--- config.mk ---
export PLATFORM = sky130hd
export DESIGN_NAME = cpu_trace_capture
export DESIGN_NICKNAME = d
export VERILOG_FILES = /design/src/rtl/trace_pkg.sv /design/src/rtl/trace_fifo.sv /design/src/rtl/cpu_trace_capture.sv
export SDC_FILE = /design/constraint.sdc
export NUM_CORES = 1
export LEC_CHECK = 0
export ABC_CLOCK_PERIOD_IN_PS = 11440
export CORE_AREA = 3 3 200 202
export CTS_CLUSTER_SIZE = 25
export DETAILED_ROUTE_END_ITERATION = 16
export DIE_AREA = 0 0 203 205
export PLACE_DENSITY = 0.67
export SYNTH_ARGS = -nofsm -noshare
export SYNTH_HDL_FRONTEND = slang
export SYNTH_SLANG_ARGS = --single-unit
--- constraint.sdc ---
create_clock -name clock -period 11.44 [get_ports clock]
set_clock_uncertainty 0.15 [all_clocks]
set_input_delay 1.716 -clock clock [delete_from_list [all_inputs] [get_ports clock]]
set_output_delay 1.716 -clock clock [all_outputs]
set_load 0.01 [all_outputs]
--- src/rtl/trace_pkg.sv ---
// trace_pkg: frame geometry, snapshot field offsets and serializer states shared by the trace capture block.
package trace_pkg;
    localparam int SNAP_W      = 92;
    localparam int FRAME_W     = 96;
    localparam int FRAME_BYTES = 12;
    localparam int PC_MSB      = 91;
    localparam int SP_MSB      = 75;
    localparam int REG_B_MSB   = 59;
    localparam int REG_A_LSB   = 4;
    localparam int FLAG_Z      = 3;
    localparam int FLAG_N      = 2;
    localparam int FLAG_H      = 1;
    localparam int FLAG_C      = 0;

    typedef enum logic {IDLE = 1'b0, SEND = 1'b1} ser_state_t;

    // Queue entry is {drop_flag, snapshot}; the frame pads three zero bits after the flag.
    function automatic logic [FRAME_W-1:0] make_frame(input logic [SNAP_W:0] entry);
        return {entry[SNAP_W], 3'b000, entry[SNAP_W-1:0]};
    endfunction
endpackage

--- src/rtl/trace_fifo.sv ---
// trace_fifo: synchronous FIFO with extra-MSB pointers; a push while full is ignored even if a pop lands the same edge.
module trace_fifo #(
    parameter int WIDTH      = 93,
    parameter int DEPTH      = 4,
    parameter int DEPTH_LOG2 = 2
) (
    input  logic                  clock,
    input  logic                  reset,
    input  logic                  push,
    input  logic                  pop,
    input  logic [WIDTH-1:0]      din,
    output logic [WIDTH-1:0]      dout,
    output logic                  full,
    output logic                  empty,
    output logic [DEPTH_LOG2:0]   level
);
    logic [WIDTH-1:0]    mem [DEPTH];
    logic [DEPTH_LOG2:0] wr_ptr, rd_ptr;

    assign empty = wr_ptr == rd_ptr;
    assign full  = (wr_ptr[DEPTH_LOG2] != rd_ptr[DEPTH_LOG2]) &&
                   (wr_ptr[DEPTH_LOG2-1:0] == rd_ptr[DEPTH_LOG2-1:0]);
    assign level = wr_ptr - rd_ptr;
    assign dout  = mem[rd_ptr[DEPTH_LOG2-1:0]];

    always_ff @(posedge clock or negedge reset) begin
        if (!reset) begin
            wr_ptr <= '0;
            rd_ptr <= '0;
        end else begin
            if (push && !full) wr_ptr <= wr_ptr + (DEPTH_LOG2+1)'(1);
            if (pop && !empty) rd_ptr <= rd_ptr + (DEPTH_LOG2+1)'(1);
        end
    end

    always_ff @(posedge clock) begin
        if (push && !full) mem[wr_ptr[DEPTH_LOG2-1:0]] <= din;
    end
endmodule

--- src/rtl/cpu_trace_capture.sv ---
// cpu_trace_capture: queues a CPU state snapshot per retire tick and streams each as a 12-byte frame, MSB byte first.
module cpu_trace_capture
    import trace_pkg::*;
#(
    parameter int FIFO_DEPTH = 4,
    parameter int DEPTH_LOG2 = 2,
    parameter int DROP_CNT_W = 16
) (
    input  logic                  clock,
    input  logic                  reset,
    input  logic                  enable,
    input  logic                  tick_in,
    input  logic [SNAP_W-1:0]     snap_in,
    output logic [7:0]            out_data,
    output logic                  out_valid,
    input  logic                  out_ready,
    output logic [DEPTH_LOG2:0]   fifo_level,
    output logic [DROP_CNT_W-1:0] drop_count,
    output logic                  busy
);
    ser_state_t         state;
    logic [FRAME_W-1:0] shreg;
    logic [3:0]         byte_idx;
    logic               drop_pending, full, empty, capture, accept, last, pop;
    logic [SNAP_W:0]    head;

    assign capture  = enable && tick_in;
    assign accept   = out_valid && out_ready;
    assign last     = accept && byte_idx == 4'(FRAME_BYTES-1);
    assign pop      = !empty && (state == IDLE || last);
    // Top of the shift register is the output byte, so it is registered and zero after reset or a drained frame.
    assign out_data = shreg[FRAME_W-1 -: 8];
    assign busy     = state != IDLE || fifo_level != '0;

    trace_fifo #(.WIDTH(SNAP_W+1), .DEPTH(FIFO_DEPTH), .DEPTH_LOG2(DEPTH_LOG2)) u_fifo (
        .clock (clock),
        .reset (reset),
        .push  (capture),
        .pop   (pop),
        .din   ({drop_pending, snap_in}),
        .dout  (head),
        .full  (full),
        .empty (empty),
        .level (fifo_level)
    );

    always_ff @(posedge clock or negedge reset) begin
        if (!reset) begin
            drop_pending <= 1'b0;
            drop_count   <= '0;
        end else if (capture) begin
            drop_pending <= full;
            if (full && !(&drop_count)) drop_count <= drop_count + DROP_CNT_W'(1);
        end
    end

    // Reloading on the last accepted byte keeps back-to-back frames bubble-free.
    always_ff @(posedge clock or negedge reset) begin
        if (!reset) begin
            state     <= IDLE;
            shreg     <= '0;
            byte_idx  <= '0;
            out_valid <= 1'b0;
        end else if (pop) begin
            state     <= SEND;
            shreg     <= make_frame(head);
            byte_idx  <= '0;
            out_valid <= 1'b1;
        end else if (accept) begin
            shreg    <= shreg << 8;
            byte_idx <= byte_idx + 4'd1;
            if (last) begin
                state     <= IDLE;
                out_valid <= 1'b0;
            end
        end
    end
endmodule

Word-level counts from Yosys, hierarchy flattened

Memories as Yosys holds them, arrays and structs flattened.
Cells that the tools add are included.

$add $sub $neg: 5
Equal/unequal tests: 4
Multiplexer cells: 9
Bitwise gates (word level): 1
Reduce and logical (&&, ||, !) cells: 19

Operators with widths:

| kind                  | count |
|---|---|
| $mux 96               | 2 |
| $add 16x1->16 const B | 1 |
| $reduce_and 16->1     | 1 |
| $logic_and 1x1->1     | 8 |
| $mux 4                | 2 |
| $add 3x1->3 const B   | 2 |
| $mux 1                | 5 |
| $add 4x1->4 const B   | 1 |
| $eq 4x4->1 const B    | 1 |
| $reduce_and 2->1      | 2 |
| $reduce_bool 2->1     | 2 |
| $eq 3x3->1            | 1 |
| $logic_not 1->1       | 3 |
| $reduce_bool 3->1     | 1 |
| $sub 3x3->3           | 1 |
| $eq 2x2->1            | 1 |
| $logic_or 1x1->1      | 2 |
| $ne 1x1->1            | 1 |
| $not 1->1             | 1 |

Bits in registers: 124
RAM bits: 372
Input port bits: 97
Output and inout bits: 29
Memories kept: 1

Memories:

| memory     | words | width | read ports | clocked after Yosys merged registers in | write ports | line             | RTL |
|---|---|---|---|---|---|---|---|
| u_fifo.mem | 4     | 93    | 1          | 0                                       | 1           | trace_fifo.sv:17 | `logic [WIDTH-1:0] mem [DEPTH];` |

Longest topological paths before layout

Depth after elaboration: 6
Gate-level depth with buffers: 11
Mapped depth without buffers: 6

Hierarchy

From an unflattened synthesis, not the netlist that was laid out.

Cell total of the unflattened synthesis: 1,052
Area, all modules: 19,412.4 um^2

By module, submodules not included:

| module            | times used | cells each | area each (um^2) | sequential area each (um^2) |
|---|---|---|---|---|
| trace_fifo        | 1          | 532        | 13,938.4         | 11,320.9 |
| cpu_trace_capture | 1          | 520        | 5,474.0          | 2,952.8 |

Worst setup path after synthesis

Ideal clock, no wire load.

Path kind: input port to flip-flop
From: input enable
To: memory u_fifo.mem[3][0] (enable)
Setup time: 464 ps
Arrival time: 4,376 ps
Data required time: 10,826 ps
Path slack: 6,450 ps
Stages on the path: 3
Cell sequence: nand2_1 > a31oi_1 > and2_1

Word-level cells in the longest chain between the ends: 4

RTL lines:

| what                         | line                    | RTL |
|---|---|---|
| start: declaration           | cpu_trace_capture.sv:11 | `input logic enable,` |
| $logic_and 1x1->1            | cpu_trace_capture.sv:27 | `assign capture = enable && tick_in;` |
| $logic_and 1x1->1            | trace_fifo.sv:37        | `if (push && !full) mem[wr_ptr[DEPTH_LOG2-1:0]] <= din;` |
| $mux 1                       | trace_fifo.sv:37        |  |
| $mux 1 (implied by the code) | trace_fifo.sv:37        |  |
| end: declaration             | trace_fifo.sv:17        |  |

Every way passes these cells.

Final worst setup path

From: register u_fifo.rd_ptr[1]
To: output busy

Word-level cells in the longest chain between the ends: 3

RTL lines:

| what                     | line                    | RTL |
|---|---|---|
| start: declaration       | trace_fifo.sv:18        | `logic [DEPTH_LOG2:0] wr_ptr, rd_ptr;` |
| start signal: assignment | trace_fifo.sv:32        | `if (pop && !empty) rd_ptr <= rd_ptr + (DEPTH_LOG2+1)'(1);` |
| $sub 3x3->3              | trace_fifo.sv:23        | `assign level = wr_ptr - rd_ptr;` |
| $reduce_bool 3->1        | cpu_trace_capture.sv:33 | `assign busy = state != IDLE \|\| fifo_level != '0;` |
| $logic_or 1x1->1         | cpu_trace_capture.sv:33 |  |
| end: declaration         | cpu_trace_capture.sv:19 | `output logic busy` |

Every way passes these cells.

==> impl_summary.log <==
INFO  metric post_cts.resized_instances = 0
INFO  metric total_leakage_power = 7.66 nW
INFO  metric syn_nets = 1184
INFO  metric clock_latency = 0.57 ns
INFO  metric critical_path_required = 9.57 ns
INFO  metric critical-path-slowest-cell = sky130_fd_sc_hd__dfrtp_4
INFO  metric clock_sink_count = 496
INFO  metric first_global_vias = 10500
INFO  metric drt.antenna.violating_nets = 0
INFO  metric drive_above_1_share = 15.8%
INFO  metric synthCells = 1077
INFO  metric port_buffers = 125
INFO  metric timing.hold.ws = 0.319 ns
INFO  metric synth_compound_gate_area_share = 3.98%
INFO  metric top_level_ports = 126
INFO  metric ys.flop_type = sky130_fd_sc_hd__edfxtp_1
INFO  metric placedCellCount = 1663
INFO  metric setup.worst_path.end_class = primary output
INFO  metric first_pass_grt_wire_length = 60500 microns
INFO  metric fin_crit_period = 4.86 ns
INFO  metric synth.yosys.warnings = 0
INFO  metric timing_worst_setup_path_type = reg2out
INFO  metric synth.lib_cells_used.distinct = 45
INFO  metric timing.hold.worst_path_depth = 2
INFO  metric fin_cells = 1755
INFO  metric floorplan.core_area = 38500 sq um
INFO  metric rsz0062_at_grt = false
INFO  metric hold_buffers = 0
INFO  metric finish.net_count = 1304
INFO  metric routabilityCongestion = 0.738
INFO  metric numCtsBuffers = 50
INFO  metric routedWlPerCell = 22.1 microns
INFO  metric result_of_the_run = completed
INFO  metric area_enclosed_by_the_die_boundary = 41600 sq um
INFO  metric power.ir.vdd_worst = 142 uV
INFO  metric worst_setup_sp_type = flop
INFO  metric cp_num_buf_inv = 2
INFO  metric place_hpwl = 22300 microns
INFO  metric insertedDiodeCount = 0
INFO  metric clock_transition_at_the_registers_of_the_reported_paths = 0.06 ns
INFO  metric timing.reg2reg.worst_path_depth = 5
INFO  metric r2r_slack = 7.51 ns
INFO  metric synth_area = 19000 sq um
INFO  metric global_route.usage.total = 19.0%
INFO  metric critical_path.cell_chain = fa_1, inv_1, or4_1, clkdlybuf4s50_1
INFO  metric fp.dieH = 205 microns
INFO  metric dr_total_vias = 9954
INFO  metric clock-root-buffer = sky130_fd_sc_hd__clkbuf_16
INFO  metric vias_per_cell = 5.67
INFO  metric drv_cap = 0
INFO  metric post_synth_fa_ha_maj_area_fraction = 0.696%
INFO  metric report.final.slew_viol_count = 0
INFO  metric synth-simple-area-share = 6.31%
INFO  metric row_count = 72
INFO  metric cts_tree = built
INFO  metric design_power_total = 5.02 mW
INFO  metric finalHoldViolations = 0
INFO  metric totalWireLength = 38800 microns
INFO  metric startpoint_of_the_lowest_slack_register_to_register_path = u_fifo.rd_ptr[1]
INFO  metric hold_path.class = reg2reg
INFO  metric clockBufferDepth = 3
INFO  metric final.period_utilization = 42.4%
INFO  metric setup_viol = 0
INFO  metric syn_area_per_cell = 17.7 sq um
INFO  metric cp_max_fo = 43
INFO  metric initial_core_util = 49.5%
INFO  metric global_route.overflow_total = 0
INFO  metric arrival_time_at_the_worst_endpoint = 2.99 ns
INFO  metric synthArstFlopShare = 25.0%
INFO  metric antenna_found_initial = 0
INFO  metric grt_max_degree = 92
INFO  metric pwr_per_cell_area = 225 nW/um^2
INFO  metric tightest_slew = 1.12 ns
INFO  metric route.detailed.drc = 0
INFO  metric syn2layout_area_growth = 17.3%
INFO  metric ys_seq_area_share = 75.0%
INFO  metric dr.first_iter.drc_count = 718
INFO  metric number_of_flops_mapped_to_enable_cells_by_yosys = 372
INFO  metric yosys-mux-area-fraction = 11.1%
INFO  metric hp-start = shreg[92]
INFO  metric slowest_delay = 0.74 ns
INFO  metric crit_family = flip-flops
INFO  metric worst_r2r_endpoint = u_fifo.mem[0][64]
INFO  metric critical_path_stages = 4
INFO  metric synth_seq_cells = 496
INFO  metric firstDrtPassIters = 5
INFO  metric finalSetupTns = 0 ns
INFO  metric timing.fmax = 206 MHz
INFO  metric area_share_of_xor_xnor_cells_in_the_synthesized_design = 0.913%
INFO  metric synth_top_family_by_area = multiplexers
INFO  metric postCtsSetupRepairBufs = 0
INFO  metric cts.htree.levels = 2
INFO  metric timing.hold.worst_endpoint = shreg[92]
INFO  metric worst_slew_margin_rel = 25.5%
INFO  metric die-width = 203 microns
-- worst max path at each step --
stage                     start           endpoint  slack, ns
2_1_floorplan            enable   u_fifo.mem[3][0]       6.45
3_3_place_gp             enable  u_fifo.mem[3][86]       6.51
3_5_place_dp            tick_in  u_fifo.mem[3][86]       6.51
4_1_cts        u_fifo.rd_ptr[1]               busy       6.52
5_1_grt        u_fifo.wr_ptr[2]               busy       6.43
6_report       u_fifo.rd_ptr[1]               busy       6.58
-- power breakdown --
part / total, mW / switching (mW) / leakage [nW] / internal (mW)
Clock: 1.58 / 0.656 / 0.788 / 0.921
Combinational: 1.06 / 0.546 / 2.09 / 0.510
Sequential: 2.39 / 0.151 / 4.78 / 2.24
Total: 5.02 / 1.35 / 7.66 / 3.67
-- state kept, by name (all words and copies together) (netlist names) --
| register | flops |
|---|---|
| byte_idx | 4 |
| drop_count | 16 |
| drop_pending | 1 |
| shreg | 96 |
| state | 1 |
| u_fifo.mem | 372 |
| u_fifo.rd_ptr | 3 |
| u_fifo.wr_ptr | 3 |
-- routing by layer --
metal | global-route usage (%) | vias to the layer above | wire length (microns)
li1 | - | 4467 | -
met1 | 25.8 | 5140 | 16300
met2 | 32.2 | 287 | 19600
met3 | 2.83 | 60 | 1960
met4 | 6.06 | 0 | 966
met5 | 0 | - | 0
-- worst min-delay path, stage by stage (launching register included) --
cell and delay [ns]:
sky130_fd_sc_hd__dfrtp_1 0.34, sky130_fd_sc_hd__nand2_1 0.05, sky130_fd_sc_hd__nand2_1 0.05
-- cells by family after synthesis --
logic type	Yosys count
simple gates	264
compound gates	114
buf+inv	79
fa+ha+maj	10
flops	496
xor+xnor	19
mux	95
-- cells in the final DEF, fill, tap and decap left out, types with 5 or more instances in the layout --
cell type / count
sky130_fd_sc_hd__edfxtp_1: 372
sky130_fd_sc_hd__clkdlybuf4s50_1: 124
sky130_fd_sc_hd__dfrtp_1: 122
sky130_fd_sc_hd__mux4_2: 93
sky130_fd_sc_hd__nor2_1: 90
sky130_fd_sc_hd__nand2_1: 77
sky130_fd_sc_hd__nor3_1: 62
sky130_fd_sc_hd__o22ai_1: 58
sky130_fd_sc_hd__clkbuf_16: 51
sky130_fd_sc_hd__a31oi_1: 29
sky130_fd_sc_hd__buf_4: 16
sky130_fd_sc_hd__xor2_1: 14
sky130_fd_sc_hd__clkbuf_1: 14
sky130_fd_sc_hd__nand3_1: 12
sky130_fd_sc_hd__clkinv_2: 10
sky130_fd_sc_hd__ha_1: 9
sky130_fd_sc_hd__a22o_1: 8
sky130_fd_sc_hd__inv_1: 7
sky130_fd_sc_hd__a21oi_1: 7
sky130_fd_sc_hd__clkinv_1: 7
sky130_fd_sc_hd__clkbuf_8: 5
-- stage by stage --
step | cell area [sq um] | utilization (%) | worst slack, ns
after floorplan | 19000 | - | 6.45
after global placement | 20700 | 53.9 | 6.51
after detailed placement | 20700 | 53.9 | 6.51
after CTS | 22300 | 58.0 | 6.52
after global routing | 22300 | 58.0 | 6.43
final | 22300 | 58.0 | 6.58
-- area by class of cell --
cell class                      instances  area [sq um]
Fill cell                            2907         16100
Sequential cell                       496         14300
Multi-Input combinational cell        502          4420
Clock buffer                           70          1400
Timing Repair Buffer                  140          1360
Tap cell                              518           648
Clock inverter                         22           195
Inverter                                7          26.3
-- synthesized netlist by cell type, types with 7 or more instances --
master,count,area [sq um]
sky130_fd_sc_hd__a21oi_1,7,35.0
sky130_fd_sc_hd__a22o_1,8,70.1
sky130_fd_sc_hd__a31oi_1,29,181
sky130_fd_sc_hd__buf_2,30,150
sky130_fd_sc_hd__buf_4,12,90.1
sky130_fd_sc_hd__clkbuf_1,29,109
sky130_fd_sc_hd__dfrtp_1,124,3100
sky130_fd_sc_hd__edfxtp_1,372,11200
sky130_fd_sc_hd__ha_1,9,113
sky130_fd_sc_hd__inv_1,7,26.3
sky130_fd_sc_hd__mux4_2,93,2090
sky130_fd_sc_hd__nand2_1,77,289
sky130_fd_sc_hd__nand3_1,12,60.1
sky130_fd_sc_hd__nor2_1,90,338
sky130_fd_sc_hd__nor3_1,62,310
sky130_fd_sc_hd__o22ai_1,58,363
sky130_fd_sc_hd__xor2_1,14,123
Note: power is estimated with default switching activity, not from simulation.
